### config.mk
export PLATFORM = sky130hd
export DESIGN_NAME = regfile_write_arbiter
export DESIGN_NICKNAME = d
export VERILOG_FILES = /design/src/rtl/regfile_write_arbiter.sv
export SDC_FILE = /design/constraint.sdc
export NUM_CORES = 1
export LEC_CHECK = 0
export CORE_MARGIN = 5
export CORE_UTILIZATION = 45
export CTS_BUF_LIST = sky130_fd_sc_hd__clkbuf_4 sky130_fd_sc_hd__clkbuf_8 sky130_fd_sc_hd__clkbuf_16
export CTS_CLUSTER_DIAMETER = 60
export DETAILED_ROUTE_END_ITERATION = 6
export GPL_ROUTABILITY_DRIVEN = 0
export PLACE_DENSITY = 0.95
export SYNTH_ARGS = -nofsm -noshare
export SYNTH_HDL_FRONTEND = slang
export SYNTH_SLANG_ARGS = --single-unit
### constraint.sdc
create_clock -name clk -period 2.4 [get_ports clk]
set_clock_uncertainty 0.15 [all_clocks]
set_input_delay 0.48 -clock clk [delete_from_list [all_inputs] [get_ports clk]]
set_output_delay 0.48 -clock clk [all_outputs]
set_load 0.02 [all_outputs]
### src/rtl/regfile_write_arbiter.sv
// Register file write-port owner: reset-time init sweep, then r0/r1 arbitration.
// Optional macro REGFILE_ARB_ROUND_ROBIN_EN: round-robin on contention.
module regfile_write_arbiter #(
  parameter int                 XLEN     = 32,
  parameter int                 ADDR_W   = 5,
  parameter int                 NUM_REGS = 32,
  parameter logic [XLEN-1:0]    INIT_VAL = '0
) (
  input  logic              clk,
  input  logic              rst_n,
  input  logic              r0_valid,
  output logic              r0_ready,
  input  logic [ADDR_W-1:0] r0_addr,
  input  logic [XLEN-1:0]   r0_data,
  input  logic              r1_valid,
  output logic              r1_ready,
  input  logic [ADDR_W-1:0] r1_addr,
  input  logic [XLEN-1:0]   r1_data,
  output logic              we3,
  output logic [ADDR_W-1:0] a3,
  output logic [XLEN-1:0]   wd3,
  output logic              init_busy
);

  typedef enum logic {
    S_INIT,
    S_RUN
  } state_t;

  localparam logic [ADDR_W-1:0] FIRST = ADDR_W'(1);
  localparam logic [ADDR_W-1:0] LAST  = ADDR_W'(NUM_REGS - 1);

  state_t            state;
  state_t            state_n;
  logic [ADDR_W-1:0] cnt;
  logic              gnt0;
  logic              gnt1;
  logic              in_init;

  assign in_init   = (state == S_INIT);
  assign init_busy = in_init;
  assign r0_ready  = gnt0;
  assign r1_ready  = gnt1;

  // State register; reset always re-enters the init sweep.
  always_ff @(posedge clk or negedge rst_n) begin
    if (!rst_n) state <= S_INIT;
    else        state <= state_n;
  end

  // Leave INIT on the edge that issues the last init write.
  always_comb begin
    state_n = state;
    if (in_init && cnt == LAST) state_n = S_RUN;
  end

`ifdef REGFILE_ARB_ROUND_ROBIN_EN
  // ptr holds the last granted index; 1 lets r0 win first contention.
  logic ptr;

  // Grant opposite to the last winner on contention.
  always_comb begin
    gnt0 = 1'b0;
    gnt1 = 1'b0;
    if (!in_init) begin
      if (r0_valid && r1_valid) begin
        gnt0 = ptr;
        gnt1 = ~ptr;
      end else begin
        gnt0 = r0_valid;
        gnt1 = r1_valid;
      end
    end
  end

  // Track the most recently granted requester.
  always_ff @(posedge clk or negedge rst_n) begin
    if (!rst_n)          ptr <= 1'b1;
    else if (gnt0 || gnt1) ptr <= gnt1;
  end
`else
  // Fixed priority: r0 always beats r1.
  always_comb begin
    gnt0 = 1'b0;
    gnt1 = 1'b0;
    if (!in_init) begin
      gnt0 = r0_valid;
      gnt1 = r1_valid & ~r0_valid;
    end
  end
`endif

  // Init address counter, only advances during the sweep.
  always_ff @(posedge clk or negedge rst_n) begin
    if (!rst_n)       cnt <= FIRST;
    else if (in_init) cnt <= cnt + FIRST;
  end

  // Registered write port; x0 writes complete but keep we3 low.
  always_ff @(posedge clk or negedge rst_n) begin
    if (!rst_n) begin
      we3 <= 1'b0;
      a3  <= '0;
      wd3 <= '0;
    end else begin
      unique case (1'b1)
        in_init: begin
          we3 <= 1'b1;
          a3  <= cnt;
          wd3 <= INIT_VAL;
        end
        gnt0: begin
          we3 <= |r0_addr;
          a3  <= r0_addr;
          wd3 <= r0_data;
        end
        gnt1: begin
          we3 <= |r1_addr;
          a3  <= r1_addr;
          wd3 <= r1_data;
        end
        default: we3 <= 1'b0;
      endcase
    end
  end

endmodule

==> metrics <==
status=complete, but fails checks; failing checks=hold timing; htree depth=2; Slew Limit Fails=0; Post-Synth XOR/XNOR Area=0.0101; synthesis warning total=0; CP top delay family=buffers and inverters; Worst Max-Slew Pin Slew=703 ps; combinational family with the most area after synthesis=multiplexers; Simple-Gate Fraction of Synth Area=0.153; detailed placement HPWL=5250 um; post-CTS setup buffers=0; RSZ-0062 raised after global routing=false; Wirelength per Cell=17.1 um; syn nets=314; mux share of post-synthesis cell area=0.193; share of post-route cells with drive strength above 1=0.288; post-synthesis async set-or-reset flop share=1.00; CTS buffer count=5; number of fillers in the final layout=437; number of global-route vias before repair=2260; crit end category=primary output; worst endpoint required time=1770 ps; GRT Util Overall=0.191; number of enable flip-flop cells after synthesis=0; post-synth cell types=32; fmax=470 MHz; final hold vios=2; Int Pwr=1.42 mW; Slowest-stage cell, CP=clkdlybuf4s50_1; Critical Path Fanout Max=15; vias per inst=5.25; min Tclk post-route=2130 ps; Post-Route WL=7180 um; Worst Hold Slack=-3.80 ps; setup_tns=0 ps; Seq pwr share=0.428; Top FF cell, synth=dfrtp_1; Hold Crit Class=in2async; drc violations=0; Clock power frac=0.261; hold_buf cts=0; r2r worst-path depth=4; initial antenna violation count=0; grt total ovfl=0; crit path DAT=1500 ps; worst skew pair latency=280 ps; Combinational Power Share=0.311; critical path class=reg2out; top-area cell type share of the netlist area=0.412; Die Ht=86.2 um; Synth Cell Area=2610 um2; largest net degree at the start of global routing=44; row count=27; I/O pins=119; Die Area=7430 um2; NetSw=0.520 mW; CTS tree=done; syn avg cell area=11.2 um2; setup violators final=0; # nets final=426; Clock Sinks=44; max_cap viols=0; Die Wd=86.2 um; Peak VDD IR=0.340 mV; Tcrit/Tclk final=0.887; diodes inserted=0; ranking of synthesized cells by area=dfrtp_1 (41%), mux2_4 (18%), a21oi_2 (9.7%); Net Sw Frac=0.268; Core ar.=5570 um2; Reg clk slew, reported paths=80 ps; Worst path depth=2; #FFs+latches synth=44; top cell type by total area after synthesis=dfrtp_1; crit path launch type=register; Pwr per Cell Area=505 nW/um2; layout overhead on the synthesized area=47.3%; post-synthesis adder-cell area fraction=0.00958; sequential area share after synthesis=0.422; port buffer count=118; Slowest Stage Delay on Critical Path=610 ps; initial core utilization=0.469; post-route ant nets=0; Pleak=1.68 nW; CTS root buffer=clkbuf_8; critical path buffer and inverter count=2; Pre-antenna DRT Iters=4; CTS Buffer Depth=2; vias=2199; number of DRC markers in iteration 0=77; Slew headroom=0.531; post-synthesis compound-gate area fraction=0.143; Cells after Synth=234; critical-path cell list=inv_2 -> clkdlybuf4s50_1; first-pass GRT wire length=11300 um
[through the flow]
step	worst slack (ps)	instances	cell area (um2)	power, mW	utilization
final	272	419	3850	1.94	0.690
after global routing	210	419	3850	2.04	0.690
after CTS	4.27	419	3840	1.96	0.690
after detailed placement	7.96	411	3740	1.45	0.671
after global placement	45.8	411	3740	1.44	0.671
after floorplan	765	234	2610	1.16	-
[cell type report]
type | instances | area [um2] | share of cell area
inverters | 3 | 11.3 | 0.00293
flip-flops and latches | 44 | 1100 | 0.287
repair buffers | 123 | 1210 | 0.315
clock buffers | 8 | 104 | 0.0270
multi-input cells | 169 | 1330 | 0.345
well taps | 72 | 90.1 | 0.0234
[timing repair]
item,CTS,global route
pin swaps,0,0
gates resized for setup,1,2
setup endpoints to repair,1,2
[state kept, by name, summed over array words and instances, names as in the netlist]
register  count
cnt           5
state         1
we3           1
wd3          32
a3            5
[final timing paths]
check | startpoint | to | slack, ps
max in group asynchronous | rst_n | cnt[0] | 1360
setup / recovery | state | init_busy | 270
min in group clk | cnt[0] | cnt[0] | 370
hold / removal | rst_n | a3[1] | -4
hold reg to reg | cnt[0] | cnt[0] | 370
setup reg to reg | state | cnt[3] | 680
[placed cells by master, fill, tap and decap left out, types with 2 or more instances in the layout]
cell type | netlist | layout
nor2_1 | 2 | 2
clkdlybuf4s50_1 | 0 | 114
and2b_1 | 2 | 2
nor3_1 | 2 | 2
nand2_1 | 46 | 46
o2bb2ai_1 | 4 | 4
buf_4 | 1 | 5
a21oi_1 | 3 | 3
nor2b_1 | 4 | 4
dfrtp_1 | 43 | 42
dlymetal6s2s_1 | 0 | 2
inv_1 | 2 | 2
a21oi_2 | 29 | 29
nand2_2 | 18 | 18
xnor2_1 | 3 | 3
mux2_2 | 2 | 2
and3_1 | 3 | 3
o21ai_0 | 5 | 5
clkbuf_8 | 0 | 7
ha_1 | 2 | 2
buf_2 | 9 | 2
a211oi_1 | 5 | 5
mux2_4 | 32 | 32
[layer usage]
layer	wire length [um]	vias up	GRT usage
met5	0	-	0
met4	177	0	0.0567
met3	451	17	0.0380
met2	3650	88	0.345
met1	2900	1079	0.230
li1	-	1015	-
[synth_stat cells (2+ instances only)]
| library cell | count |
|---|---|
| nand2_1 | 46 |
| dfrtp_1 | 43 |
| mux2_4 | 32 |
| a21oi_2 | 29 |
| nand2_2 | 18 |
| buf_2 | 9 |
| a211oi_1 | 5 |
| o21ai_0 | 5 |
| buf_6 | 4 |
| nor2b_1 | 4 |
| o2bb2ai_1 | 4 |
| a21oi_1 | 3 |
| and3_1 | 3 |
| buf_12 | 3 |
| xnor2_1 | 3 |
| and2b_1 | 2 |
| ha_1 | 2 |
| inv_1 | 2 |
| mux2_2 | 2 |
| nor2_1 | 2 |
| nor3_1 | 2 |
[power by group through the flow]
| stage | clock network (mW) | logic, mW | registers, mW |
|---|---|---|---|
| floorplan | 0 | 0.247 | 0.917 |
| global placement | 0 | 0.593 | 0.842 |
| detailed placement | 0 | 0.607 | 0.845 |
| CTS | 0.521 | 0.609 | 0.832 |
| global route | 0.560 | 0.639 | 0.839 |
| finish | 0.508 | 0.603 | 0.832 |
[kinds of logic (layout without fill, tap and decap cells)]
group,count (synthesis),count (layout)
adders and majority gates,2,2
DFF,44,44
muxes,34,34
buffers and inverters,21,134
and+or+nand+nor,83,83
xor gates and xnor gates,3,3
AOI/OAI and AO/OA,47,47
No activity file was read; power rests on OpenSTA's default activity.
